[config.mk]
export PLATFORM = sky130hd
export DESIGN_NAME = ae_frame_deserializer
export DESIGN_NICKNAME = d
export VERILOG_FILES = /design/src/rtl/ae_frame_deserializer.sv
export SDC_FILE = /design/constraint.sdc
export NUM_CORES = 1
export LEC_CHECK = 0
export BUFFER_PORTS_ARGS = -buffer_cell sky130_fd_sc_hd__buf_2
export CELL_PAD_IN_SITES_DETAIL_PLACEMENT = 1
export CELL_PAD_IN_SITES_GLOBAL_PLACEMENT = 2
export CORE_UTILIZATION = 43
export DETAILED_ROUTE_END_ITERATION = 12
export GPL_TIMING_DRIVEN = 0
export PLACE_DENSITY_LB_ADDON = 0.1
export SLEW_MARGIN = 0
export SYNTH_ARGS = -nofsm -noshare
export SYNTH_HDL_FRONTEND = slang
export SYNTH_SLANG_ARGS = --single-unit
[constraint.sdc]
create_clock -name clk -period 2.99 [get_ports clk]
set_clock_uncertainty 0.2 [all_clocks]
set_input_delay 0.897 -clock clk [delete_from_list [all_inputs] [get_ports clk]]
set_output_delay 0.897 -clock clk [all_outputs]
set_load 0.05 [all_outputs]
[src/rtl/ae_frame_deserializer.sv]
// Rebuilds (address, count) frames from the AE counter serial port, tags them with
// overflow/RTC flags and buffers them in a show-ahead FIFO behind a valid/ready port.
module ae_frame_deserializer #(
    parameter int WIDTH      = 8,
    parameter int FIFO_DEPTH = 4
) (
    input  logic             clk,
    input  logic             rst_n,
    input  logic             serial_in,
    input  logic             sl_in,
    input  logic [3:0]       addr_in,
    input  logic             ovf_glb_in,
    input  logic             ovf_rtc_in,
    output logic             out_valid,
    input  logic             out_ready,
    output logic [3:0]       out_addr,
    output logic [WIDTH-1:0] out_count,
    output logic             out_ovf,
    output logic             out_rtc,
    output logic             frame_err,
    output logic             drop_pulse,
    output logic [7:0]       drop_cnt
);

    localparam int AW = $clog2(FIFO_DEPTH);
    localparam int CW = $clog2(WIDTH + 2);
    localparam int EW = 4 + WIDTH + 2;
    localparam logic [AW:0] PTR_ONE = 1;

    typedef enum logic {
        IDLE  = 1'b0,
        SHIFT = 1'b1
    } state_t;

    state_t state, state_nxt;

    logic [WIDTH-1:0] sreg, sreg_nxt;
    logic [CW-1:0]    bitcnt, bitcnt_nxt;
    logic [3:0]       addr_q, addr_nxt;
    logic             ovf_acc, ovf_nxt;
    logic             eof;
    logic             good_frame;

    logic             rtc_prev;
    logic             rtc_sticky;
    logic             rtc_edge;

    logic [EW-1:0]    mem [FIFO_DEPTH];
    logic [AW:0]      wr_ptr, rd_ptr;
    logic             full, empty;
    logic             pop, push, drop;

    always_comb begin
        state_nxt  = state;
        sreg_nxt   = sreg;
        bitcnt_nxt = bitcnt;
        addr_nxt   = addr_q;
        ovf_nxt    = ovf_acc;
        eof        = 1'b0;
        case (state)
            IDLE: begin
                if (sl_in) begin
                    state_nxt  = SHIFT;
                    sreg_nxt   = {{(WIDTH-1){1'b0}}, serial_in};
                    bitcnt_nxt = CW'(1);
                    addr_nxt   = addr_in;
                    ovf_nxt    = ovf_glb_in;
                end
            end
            SHIFT: begin
                if (sl_in) begin
                    sreg_nxt = {sreg[WIDTH-2:0], serial_in};
                    // Saturating one past WIDTH is enough to flag over-long frames.
                    if (bitcnt != CW'(WIDTH + 1)) begin
                        bitcnt_nxt = bitcnt + CW'(1);
                    end
                    ovf_nxt = ovf_acc | ovf_glb_in;
                end else begin
                    state_nxt = IDLE;
                    eof       = 1'b1;
                end
            end
            default: state_nxt = IDLE;
        endcase
    end

    assign good_frame = eof && (bitcnt == CW'(WIDTH)) && (addr_q != 4'd0);

    // Handshake: out_valid never depends on out_ready; the head transfers on any
    // rising edge where out_valid & out_ready, and out_* hold until it does.
    assign empty     = (wr_ptr == rd_ptr);
    assign full      = (wr_ptr[AW] != rd_ptr[AW]) && (wr_ptr[AW-1:0] == rd_ptr[AW-1:0]);
    assign out_valid = ~empty;
    assign pop       = out_valid & out_ready;
    assign push      = good_frame & (~full | pop);
    assign drop      = good_frame & full & ~pop;
    assign rtc_edge  = ovf_rtc_in & ~rtc_prev;

    assign {out_addr, out_count, out_ovf, out_rtc} = mem[rd_ptr[AW-1:0]];

    always_ff @(posedge clk or negedge rst_n) begin
        if (!rst_n) begin
            state      <= IDLE;
            sreg       <= '0;
            bitcnt     <= '0;
            addr_q     <= '0;
            ovf_acc    <= 1'b0;
            rtc_prev   <= 1'b0;
            rtc_sticky <= 1'b0;
            wr_ptr     <= '0;
            rd_ptr     <= '0;
            frame_err  <= 1'b0;
            drop_pulse <= 1'b0;
            drop_cnt   <= '0;
            for (int i = 0; i < FIFO_DEPTH; i++) begin
                mem[i] <= '0;
            end
        end else begin
            state      <= state_nxt;
            sreg       <= sreg_nxt;
            bitcnt     <= bitcnt_nxt;
            addr_q     <= addr_nxt;
            ovf_acc    <= ovf_nxt;
            rtc_prev   <= ovf_rtc_in;
            frame_err  <= eof & ~good_frame;
            drop_pulse <= drop;
            // An edge coinciding with a push belongs to the next frame.
            if (push) begin
                rtc_sticky <= rtc_edge;
            end else if (rtc_edge) begin
                rtc_sticky <= 1'b1;
            end
            if (push) begin
                mem[wr_ptr[AW-1:0]] <= {addr_q, sreg, ovf_acc, rtc_sticky};
                wr_ptr              <= wr_ptr + PTR_ONE;
            end
            if (pop) begin
                rd_ptr <= rd_ptr + PTR_ONE;
            end
            if (drop && (drop_cnt != 8'hFF)) begin
                drop_cnt <= drop_cnt + 8'd1;
            end
        end
    end

endmodule

==> results.yml, run 1 <==
critical_path:
  critical_path_class: "reg -> out"
  path_max_fanout: 10
  end_kind: "output port"
  worstPathRequired_ns: 1.89
  arrival_ns: 1.79
  start_kind: "register"
synthesis:
  seq_area_frac_synth: 0.5340
  ys_async_sr_fraction: 1.000
  synth_nets: 319
  ys_ff_latch: 92
  syn_inst: 299
  avgSynthCellArea_um2: 14.42
  post_synth_instance_area_um2: 4312
  synth_edf_count: 0
  yosysWarnings: 0
  ys.flop_type: "dfrtp_1"
  synth_cell_type_count: 35
finish:
  n_fill_cell: 1025
  fin_cells: 486
  seqCellArea_um2: 2302
  area_delta_synth_final_pct: 14.13
  n_antenna_cell: 0
  nets: 369
  multi_input_area_um2: 1817
  drive_gt1_frac: 0.4136
floorplan:
  die_height_um: 102.1
  fp.coreArea_um2: 9729
  initial_utilization: 0.4432
  dieArea_um2: 10430
  fp.dieW_um: 102.1
  io_pins: 36
  placementRows: 36
timing:
  tightest_slew_ns: 0.8004
  slew_headroom: 0.4620
  rsz0062_at_grt: "false"
  drv_slew: 0
  setup_viol: 0
  period_needed_ns: 2.887
  period_share: 0.9657
  fin_tns_setup_ns: 0
  max_freq_ghz: 0.3463
  hold_slack_ns: 0.2231
  worst_slack_ns: 0.1026
  hold_viol_final: 0
global_route:
  grt_max_degree: 58
  grt_pass1_wl_um: 15040
  antenna_found_initial: 0
  grtUsageTotal: 0.1992
  grt_pass1_vias: 2677
  gr-total-overflow: 0
drt:
  routedWlPerCell_um: 18.55
  first_iter_violations: 75
  viasPerCell: 5.167
  drc: 0
  firstDrtPassIters: 4
  ant_nets: 0
  wirelength_um: 9016
  num_vias: 2511
clocking:
  clock-sinks: 92
  cts_tree: "yes"
  worst_skew_pair.late_latency_ns: 0.37
  cts_made_buffers: 9
  h-tree-depth: 3
  ctsRootBufferMaster: "clkbuf_8"
  clkTransAtPathRegs_ns: 0.09
  cts_buffer_depth: 2
  cts_hold_buf: 0
power:
  ir_drop_mv: 0.2887
  power.leakage_nw: 2.345
  design_power_total_mw: 3.314
  p_per_area_nw_per_um2: 673.5
placed_design:
  dp.cells: 468
  dp_slack_ns: -0.5035
  portBuffers: 35
  place_congestion: 0.7139
  dp_hpwl_um: 5766
outcome:
  status: "finished, final reports clean"
worst_hold_path:
  min_path_type: "reg -> reg"
job:
  cap_violations: 0
[cell type report]
cell class	instances	share of cell area
flip-flops and latches	92	0.4678
plain buffers	17	0.03509
multi-input cells	175	0.3692
repair buffers	39	0.04805
clock buffers	14	0.03305
well taps	133	0.03382
inverters	15	0.01144
clock inverters	1	0.001526
[where the power goes]
part / switching [mW] / internal (mW)
registers: 0.136 / 1.40
logic: 0.538 / 0.454
clock network: 0.442 / 0.345
[placed cells by master, fill, tap and decap left out, drive strengths merged, types with 4 or more instances in the layout]
cell type,instances
and3,4
buf,50
clkbuf,20
dfrtp,92
ha,9
inv,15
mux2,64
mux4,14
nand2,16
nand3,9
nor2,5
o21ai,16
xnor2,8
xor2,4
[logic make-up (layout without fill, tap and decap cells)]
| group | after synthesis | count (layout) | synth area share |
|---|---|---|---|
| mux | 78 | 78 | 0.2742 |
| simple gates | 53 | 53 | 0.06588 |
| xor+xnor | 12 | 12 | 0.02438 |
| compound gates | 23 | 23 | 0.02873 |
| fa+ha+maj | 9 | 9 | 0.02612 |
| flops | 92 | 92 | 0.5340 |
| buf+inv | 32 | 86 | 0.04672 |
[cells in the mapped netlist (all sizes together), types with 3 or more instances]
library cell	number	share of area
dfrtp	92	0.53
mux2	64	0.20
nand2	16	0.014
o21ai	16	0.019
inv	15	0.013
mux4	14	0.073
buf	12	0.029
ha	9	0.026
nand3	9	0.010
xnor2	8	0.016
clkbuf	5	0.0044
nor2	5	0.0044
and3	4	0.0070
xor2	4	0.0081
a31oi	3	0.0044
nand4	3	0.0044
nor4	3	0.0044
[critical path: stages (launching register included)]
cell     delay (ns)
dfrtp_1        0.38
buf_6          0.14
buf_12         0.16
mux4_2         0.51
buf_2          0.23
[per-layer routing]
metal,vias to the layer above,track usage,part of all wire
li1,1155,-,-
met1,1313,0.2719,0.49
met2,34,0.3025,0.47
met3,9,0.06224,0.036
met4,0,0.06593,0.012
met5,-,0,0
[state kept, by name (all words and copies together), names as in the netlist]
name,count
rd_ptr,3
wr_ptr,3
mem,56
bitcnt,4
sreg,8
drop_cnt,8
drop_pulse,1
frame_err,1
rtc_sticky,1
addr_q,4
state,1
rtc_prev,1
ovf_acc,1
[repair_timing]
action                                  CTS  global route
setup buffers                             0             3
resized for setup                        12             7
endpoints found under the setup margin   29            10
[path summary, 6_finish.rpt]
| path | startpoint | to | slack (ns) | cells past startpoint |
|---|---|---|---|---|
| hold / removal | rtc_prev | rtc_sticky | 0.22 | 1 |
| hold reg to reg | rtc_prev | rtc_sticky | 0.22 | 1 |
| setup reg to reg | bitcnt[0] | mem[13] | 0.24 | 9 |
| setup / recovery | rd_ptr[0] | out_addr[0] | 0.10 | 4 |
| min in group asynchronous | rst_n | mem[50] | 0.28 | 1 |
| max in group asynchronous | rst_n | drop_cnt[7] | 1.66 | 2 |
[per-stage QoR]
stage	util	cell area, um2
after global placement	0.4783	4653
after CTS	0.5014	4878
final	0.5058	4921
after floorplan	-	4312
after global routing	0.5058	4921
after detailed placement	0.4814	4683
Power figures use the tool's default switching activity.
==> inputs of run 2 (changes only) <==
Settings changed: CORE_UTILIZATION 43 to 44, CTS_BUF_LIST from default to sky130_fd_sc_hd__clkbuf_4.
==> run 2 against run 1 <==
Net effect:
- flip-flop and latch count did not move
- first-iteration DRC count rose by 2.7%
- final cell count fell by 0.21%
- routed wire length fell by 0.18%
- via count rose by 0.44%
- sequential share of layout area fell by 0.89 points
- register-to-register slack got worse by 0.02 ns
- combinational power rose by 9.9%
- die area fell by 2.2%
- fmax fell by 2.2%
==> results.yml, run 2 (synthesis gave the netlist of run 1 again) <==
outcome:
  status: "finished, final reports clean"
finish:
  n_antenna_cell: 0
  largest_reg_flops: 56
  post-route-util: 0.5352
  area_delta_synth_final_pct: 16.34
  n_fill_cell: 956
  reg_top3: "mem (56), drop_cnt (8), sreg (8)"
  nets: 371
  final_common_cell: "dfrtp_1"
  regMostFlops: "mem"
  post-route-cell-area_um2: 5016
  drive_gt1_frac: 0.4242
  most-common-layout-cells: "dfrtp_1 (92), mux2_4 (39), mux2_2 (25), buf_6 (22), buf_2 (20)"
timing:
  fin_tns_setup_ns: 0
  tightest_slew_ns: 0.6296
  hold_viol_final: 0
  rsz0062_at_grt: "true"
  period_share: 0.9878
  period_needed_ns: 2.954
  slew_headroom: 0.5764
  drv_slew: 0
  max_freq_ghz: 0.3386
  setup_viol: 0
  worst_slack_ns: 0.03638
critical_path:
  arrival_ns: 1.86
  worstPathRequired_ns: 1.89
  start_kind: "register"
  end_kind: "output port"
  path_max_fanout: 5
  critical_path_class: "reg -> out"
drt:
  num_vias: 2522
  first_iter_violations: 77
  routedWlPerCell_um: 18.56
  viasPerCell: 5.200
  firstDrtPassIters: 4
  drc: 0
  wirelength_um: 9000
  ant_nets: 0
power:
  p_per_area_nw_per_um2: 668.4
  design_power_total_mw: 3.353
  ir_drop_mv: 0.3927
  power.leakage_nw: 2.371
placed_design:
  dp_slack_ns: -0.4453
  dp_hpwl_um: 5926
  portBuffers: 35
  placed_area_um2: 4678
  place_congestion: 0.6755
global_route:
  grt_pass1_vias: 2821
  grtUsageTotal: 0.2034
  gr-total-overflow: 0
  grt_max_degree: 48
  grt_pass1_wl_um: 15260
  antenna_found_initial: 0
floorplan:
  initial_utilization: 0.4601
  fp.dieW_um: 101.0
  die_height_um: 101.0
  io_pins: 36
  placementRows: 35
  fp.coreArea_um2: 9371
  dieArea_um2: 10200
worst_hold_path:
  min_path_type: "in -> async"
clocking:
  clock-sinks: 92
  worst_skew_pair.late_latency_ns: 0.46
  clkTransAtPathRegs_ns: 0.16
  cts_hold_buf: 0
  h-tree-depth: 3
  cts_tree: "yes"
  cts_made_buffers: 9
  cts_buffer_depth: 2
  ctsRootBufferMaster: "clkbuf_4"
job:
  cap_violations: 0
[run 2: cell count changes in the layout (fill, tap and decap cells not counted), sizes merged]
cell,before,now
inv,15,20
clkbuf,20,16
bufinv,0,1
buf,50,51
[run 2: power breakdown]
group          switching [mW]  internal, mW
Sequential              0.136          1.40
Clock                   0.464         0.270
Combinational           0.551         0.535
Total                    1.15          2.20
[run 2: path summary, 6_finish.rpt]
check | startpoint | endpoint | slack (ns) | depth (start not counted)
worst max-delay path | rd_ptr[0] | out_count[2] | 0.04 | 4
worst min-delay path | rst_n | mem[9] | 0.22 | 1
worst max register to register | bitcnt[0] | mem[6] | 0.22 | 9
worst min register to register | rtc_prev | rtc_sticky | 0.23 | 1
max in group asynchronous | rst_n | mem[24] | 1.72 | 2
min in group clk | rtc_prev | rtc_sticky | 0.23 | 1
[run 2: final cells by class]
cell class / count / area, um2 / area share
plain buffers: 17 / 172.7 / 0.03442
clock buffers: 9 / 67.56 / 0.01347
clock inverters: 7 / 81.33 / 0.01621
inverters: 15 / 56.30 / 0.01122
multi-input cells: 175 / 1810 / 0.3609
flip-flops and latches: 92 / 2302 / 0.4590
well taps: 129 / 161.4 / 0.03218
repair buffers: 41 / 364.1 / 0.07259
[run 2: through the flow]
step | hold slack, ns | std cells
6_report | 0.2208 | 485
5_1_grt | 0.2392 | 485
4_1_cts | 0.2242 | 483
3_5_place_dp | 0.2106 | 464
3_3_place_gp | 0.2080 | 463
2_1_floorplan | 0.1996 | 299
[run 2: per-layer routing]
layer / vias to the layer above / GRT usage / routed length, um
met2: 38 / 0.3188 / 4344
met1: 1312 / 0.2796 / 4242
met5: - / 0 / 0
met3: 5 / 0.06449 / 342
met4: 0 / 0.04013 / 70
li1: 1167 / - / -
[run 2: critical path: stages, from the launching register on]
cell and delay (ns):
dfrtp_1 0.40, buf_6 0.16, clkbuf_16 0.17, mux4_2 0.51, buf_6 0.17
[run 2: repair_timing]
action | CTS | global route
cloned | 0 | 1
endpoints found under the setup margin | 15 | 34
resized for setup | 28 | 22
pin swaps | 0 | 1
buffers inserted | 3 | 0
